===== src/rtl/fir_xifu_scoreboard.sv =====
// fir_xifu_scoreboard: tracks in-flight XIFU instructions, gating issue on register
// hazards and id reuse, and gating EX on commit status.
module fir_xifu_scoreboard #(
    parameter int NB_REGS    = 4,
    parameter int NB_ENTRIES = 4,
    parameter int ID_WIDTH   = 4,
    localparam int RW = (NB_REGS > 1) ? $clog2(NB_REGS) : 1,
    localparam int CW = $clog2(NB_ENTRIES + 1)
) (
    input  logic                clk_i,
    input  logic                rst_ni,
    input  logic                clear_i,
    input  logic                issue_valid_i,
    output logic                issue_ready_o,
    input  logic [ID_WIDTH-1:0] issue_id_i,
    input  logic [RW-1:0]       issue_rd_i,
    input  logic                issue_we_i,
    input  logic [2*RW-1:0]     issue_rs_i,
    input  logic [1:0]          issue_rs_valid_i,
    input  logic                commit_valid_i,
    input  logic [ID_WIDTH-1:0] commit_id_i,
    input  logic                commit_kill_i,
    input  logic [ID_WIDTH-1:0] ex_id_i,
    output logic                ex_go_o,
    input  logic                retire_valid_i,
    input  logic [ID_WIDTH-1:0] retire_id_i,
    output logic                full_o,
    output logic                empty_o,
    output logic [CW-1:0]       count_o,
    output logic                err_o
);
    logic [NB_ENTRIES-1:0] slot_valid, slot_we, slot_cm;
    logic [ID_WIDTH-1:0]   slot_id [NB_ENTRIES];
    logic [RW-1:0]         slot_rd [NB_ENTRIES];
    logic [NB_ENTRIES-1:0] valid_n, cm_n, free_oh, commit_hit, retire_hit;
    logic [CW-1:0]         count_q, count_n;
    logic                  err_q, err_n, hazard, id_held, found, accept, same_c, go;

    always_comb begin
        hazard = 1'b0;
        id_held = 1'b0;
        found = 1'b0;
        go = 1'b0;
        free_oh = '0;
        commit_hit = '0;
        retire_hit = '0;
        for (int i = 0; i < NB_ENTRIES; i++) begin
            if (slot_valid[i] && slot_we[i] &&
                ((issue_rs_valid_i[0] && slot_rd[i] == issue_rs_i[RW-1:0]) ||
                 (issue_rs_valid_i[1] && slot_rd[i] == issue_rs_i[2*RW-1:RW]) ||
                 (issue_we_i && slot_rd[i] == issue_rd_i)))
                hazard = 1'b1;
            if (slot_valid[i] && slot_id[i] == issue_id_i) id_held = 1'b1;
            if (slot_valid[i] && slot_cm[i] && slot_id[i] == ex_id_i) go = 1'b1;
            free_oh[i] = !slot_valid[i] && !found;
            found = found || !slot_valid[i];
            commit_hit[i] = commit_valid_i && slot_valid[i] && slot_id[i] == commit_id_i;
            retire_hit[i] = retire_valid_i && slot_valid[i] && slot_cm[i] && slot_id[i] == retire_id_i;
        end
        accept = rst_ni && issue_valid_i && !full_o && !hazard && !id_held && !clear_i;
        same_c = accept && commit_valid_i && commit_id_i == issue_id_i;
        valid_n = slot_valid;
        cm_n = slot_cm;
        for (int i = 0; i < NB_ENTRIES; i++) begin
            if (commit_hit[i]) begin
                valid_n[i] = valid_n[i] && !commit_kill_i;
                cm_n[i] = cm_n[i] || !commit_kill_i;
            end
            if (retire_hit[i]) valid_n[i] = 1'b0;
            if (accept && free_oh[i]) begin
                valid_n[i] = !(same_c && commit_kill_i);
                cm_n[i] = same_c && !commit_kill_i;
            end
        end
        if (clear_i) valid_n = '0;
        count_n = '0;
        for (int i = 0; i < NB_ENTRIES; i++) count_n = count_n + CW'(valid_n[i]);
        err_n = !clear_i && ((commit_valid_i && commit_hit == '0 && !same_c) ||
                             (retire_valid_i && retire_hit == '0));
    end

    always_ff @(posedge clk_i or negedge rst_ni) begin
        if (!rst_ni) begin
            slot_valid <= '0;
            slot_cm <= '0;
            slot_we <= '0;
            count_q <= '0;
            err_q <= 1'b0;
            for (int i = 0; i < NB_ENTRIES; i++) begin
                slot_id[i] <= '0;
                slot_rd[i] <= '0;
            end
        end else begin
            slot_valid <= valid_n;
            slot_cm <= cm_n;
            count_q <= count_n;
            err_q <= err_n;
            for (int i = 0; i < NB_ENTRIES; i++)
                if (accept && free_oh[i]) begin
                    slot_id[i] <= issue_id_i;
                    slot_rd[i] <= issue_rd_i;
                    slot_we[i] <= issue_we_i;
                end
        end
    end

    assign issue_ready_o = accept;
    assign ex_go_o = go;
    assign count_o = count_q;
    assign err_o = err_q;
    assign full_o = count_q == CW'(NB_ENTRIES);
    assign empty_o = count_q == '0;
endmodule


===== config.mk =====
export PLATFORM = sky130hd
export DESIGN_NAME = fir_xifu_scoreboard
export DESIGN_NICKNAME = d
export VERILOG_FILES = /design/src/rtl/fir_xifu_scoreboard.sv
export SDC_FILE = /design/constraint.sdc
export NUM_CORES = 1
export LEC_CHECK = 0
export ABC_AREA = 1
export CAP_MARGIN = 20
export CORE_MARGIN = 1
export CORE_UTILIZATION = 51
export DETAILED_ROUTE_END_ITERATION = 7
export PLACE_DENSITY = 0.73
export SETUP_SLACK_MARGIN = 0.5
export SLEW_MARGIN = 20
export SYNTH_ARGS = -nofsm -noshare
export SYNTH_HDL_FRONTEND = slang
export SYNTH_SLANG_ARGS = --single-unit

===== constraint.sdc =====
create_clock -name clk_i -period 2.6 [get_ports clk_i]
set_clock_uncertainty 0.1 [all_clocks]
set_input_delay 0.52 -clock clk_i [delete_from_list [all_inputs] [get_ports clk_i]]
set_output_delay 0.52 -clock clk_i [all_outputs]
set_load 0.03 [all_outputs]

==> impl_metrics.json <==
{
  "outcome": "finished, violations left",
  "violations": "setup timing",
  "ios": 40,
  "detail-route-antenna-nets": 0,
  "ys_seq_elements": 40,
  "hpwl_mm": 8.731,
  "grtUsageTotal_pct": 37.08,
  "gp_congestion": 1.024,
  "core_area_sq_um": 5991,
  "synth_top_cell_by_area": "dfrtp_1",
  "clk_pin_slew_ns": 0.09,
  "ys_warn_count": 0,
  "avgSynthCellArea_sq_um": 6.566,
  "syn2layout_area_growth_pct": 46.18,
  "root_buffer": "clkbuf_8",
  "post-place-cells": 682,
  "required_ns": 2.75,
  "start_util_pct": 53.59,
  "final_area_sq_um": 4693,
  "netlist.area_leader.share_pct": 31.18,
  "cts_tree": "yes",
  "synthCells": 489,
  "p_leak_nw": 2.357,
  "nets": 662,
  "final-hold-violation-count": 0,
  "rows": 28,
  "die_y_um": 81.34,
  "dr.first_iter.drc_count": 342,
  "pre_cts_slack_ns": -0.8120,
  "dieArea_sq_um": 6616,
  "dr_total_vias": 4056,
  "total_power_mw": 1.916,
  "crit_type": "flop to flop",
  "syn_area_sq_um": 3211,
  "cts.htree.levels": 2,
  "drc": 0,
  "min_period_over_period_pct": 106.1,
  "clkLatencyLatePin_ns": 0.30,
  "cp-start-kind": "flop",
  "drt_wl_total_mm": 12.08,
  "syn_nets": 524,
  "clock-sinks": 40,
  "worstPathArrival_ns": 2.91,
  "maxCapViolCount": 0,
  "clockBufferDepth": 2,
  "endpoint_kind": "flop",
  "drive_above_1_share_pct": 32.17,
  "worst-r2r-setup-slack_ns": -0.16,
  "whs_ns": 0.2200,
  "yosys-top-cells-area": "dfrtp_1 31%, nand2_1 18%, inv_1 6.1%, nand3_1 5.1%, o21ai_1 5.1%",
  "gr-total-overflow": 0,
  "drv_slew": 0,
  "ir_drop_mv": 0.3237,
  "yosysUniqueCellTypes": 31,
  "worst_hold_path_type": "primary input to asynchronous set/reset pin",
  "slew_headroom_pct": 63.98,
  "via_per_inst": 5.770,
  "power_density_nw_per_um2": 408.2,
  "finalCriticalPeriod_ns": 2.760,
  "cts_buffers": 5,
  "dr.pass1.iters": 5,
  "tightest_slew_ns": 0.5403,
  "final_cells": 703,
  "setup_viol": 3,
  "grt_pass1_vias": 3770,
  "io_buffers": 39,
  "grt_pass1_wl_mm": 18.23,
  "max_clock_freq_ghz": 0.3623,
  "grt_setup_unrepaired": "yes",
  "n_antenna_cell": 0,
  "wl_per_cell_um": 17.19,
  "place_area_sq_um": 4328,
  "crit_fanout": 7,
  "worst_slack_ns": -0.1599,
  "die_w_um": 81.34,
  "antenna_found_initial": 0,
  "grt_max_degree": 41,
  "synth-seq-area-share_pct": 31.18
}
[report_power, final]
group / switching [mW] / total (mW) / internal [mW]
sequential: 0.0599 / 0.729 / 0.670
combinational: 0.335 / 0.612 / 0.277
clock: 0.235 / 0.574 / 0.339
[path summary, 6_finish.rpt]
kind / to / depth (start not counted) / startpoint
worst max-delay path: count_o[1] / 16 / slot_rd[5]
worst min-delay path: slot_id[14] / 2 / rst_ni
worst max register to register: count_o[1] / 16 / slot_rd[5]
worst min register to register: slot_we[1] / 2 / slot_we[1]
max in group asynchronous: slot_rd[1] / 2 / rst_ni
min in group clk_i: slot_we[1] / 2 / slot_we[1]
[cells in the final DEF (no fill, tap or decap), drive strengths merged]
master         count
o21ai             46
o22ai             13
o211ai             5
dlymetal6s2s       1
xnor2             10
nand3b             2
bufinv             1
or2                1
dlygate4sd2       18
a221oi             1
nand4              6
nor3               6
buf              116
a211oi             1
nand3             37
dfrtp             40
inv               62
nor4               5
a32oi              1
a21oi             24
xor2              11
nand2            156
clkbuf            11
clkdlybuf4s50      7
nor2              42
fa                 1
ha                 2
a2111oi            2
[layout make-up]
type / instances / area (sq um)
clock inverter: 1 / 30.03
inverter: 61 / 244.0
timing repair buffer: 146 / 1170
sequential: 40 / 1006
timing repair inverter: 1 / 8.758
clock buffer: 7 / 96.34
multi-input combinational: 372 / 2044
fill: 428 / 1297
tap: 75 / 93.84
[critical path: stages, from the launching register on]
cell	delay, ns
dfrtp_1	0.44
inv_2	0.07
nand2_1	0.08
nand2_1	0.07
nand3_1	0.10
nand3_1	0.09
nand2_1	0.08
nand2_2	0.09
nor2_8	0.18
buf_6	0.14
nand3_4	0.07
a21oi_2	0.14
nand2_1	0.08
fa_1	0.53
inv_2	0.05
ha_4	0.16
ha_4	0.25
[flip-flops by register name, indices dropped and copies added (netlist names)]
register	cells
slot_id	16
slot_cm	4
slot_rd	8
slot_we	4
err_o	1
count_o	3
slot_valid	4
[what timing repair did]
action                                 in CTS  in global routing
pin swaps                                  36                 28
endpoints found under the hold margin       0                  0
gates cloned                                1                  1
gates resized for setup                    88                 38
buffers inserted                            8                  3
setup endpoints to repair                  44                 20
hold buffers                                0                  0
[kinds of logic after synthesis]
group / synth area share, %
adder cells (fa/ha/maj): 1.403
AND/OR/NAND/NOR: 35.43
AO/OA/AOI/OAI: 15.94
flip-flops: 31.18
XOR/XNOR: 5.729
buffers and inverters: 10.33
[routing by layer]
metal	vias to the layer above	GRT usage (%)	wire, um
li1	1877	-	-
met1	1877	45.55	4873
met2	238	61.00	5580
met3	64	8.652	1063
met4	0	16.96	565
met5	-	0	0
[metrics by stage]
| stage | setup TNS (ns) | util, % |
|---|---|---|
| after global placement | -2.374 | 72.24 |
| after detailed placement | -2.775 | 72.24 |
| final | -0.2733 | 78.34 |
| after floorplan | -0.1783 | - |
| after CTS | -0.1147 | 76.65 |
| after global routing | -0.6844 | 78.34 |
[Yosys cell counts, drive strengths merged]
master and count:
xnor2 10, a211oi 1, dfrtp 40, nand3b 2, nor2 42, o22ai 13, fa 1, nor4 5
a2111oi 2, a221oi 1, or2 1, a32oi 1, inv 61, a21oi 24, clkbuf 2, nand2 156
nand3 37, o211ai 5, nor3 6, nand4 6, xor2 11, ha 2, o21ai 46, buf 14
No activity file was read; power rests on OpenSTA's default activity.
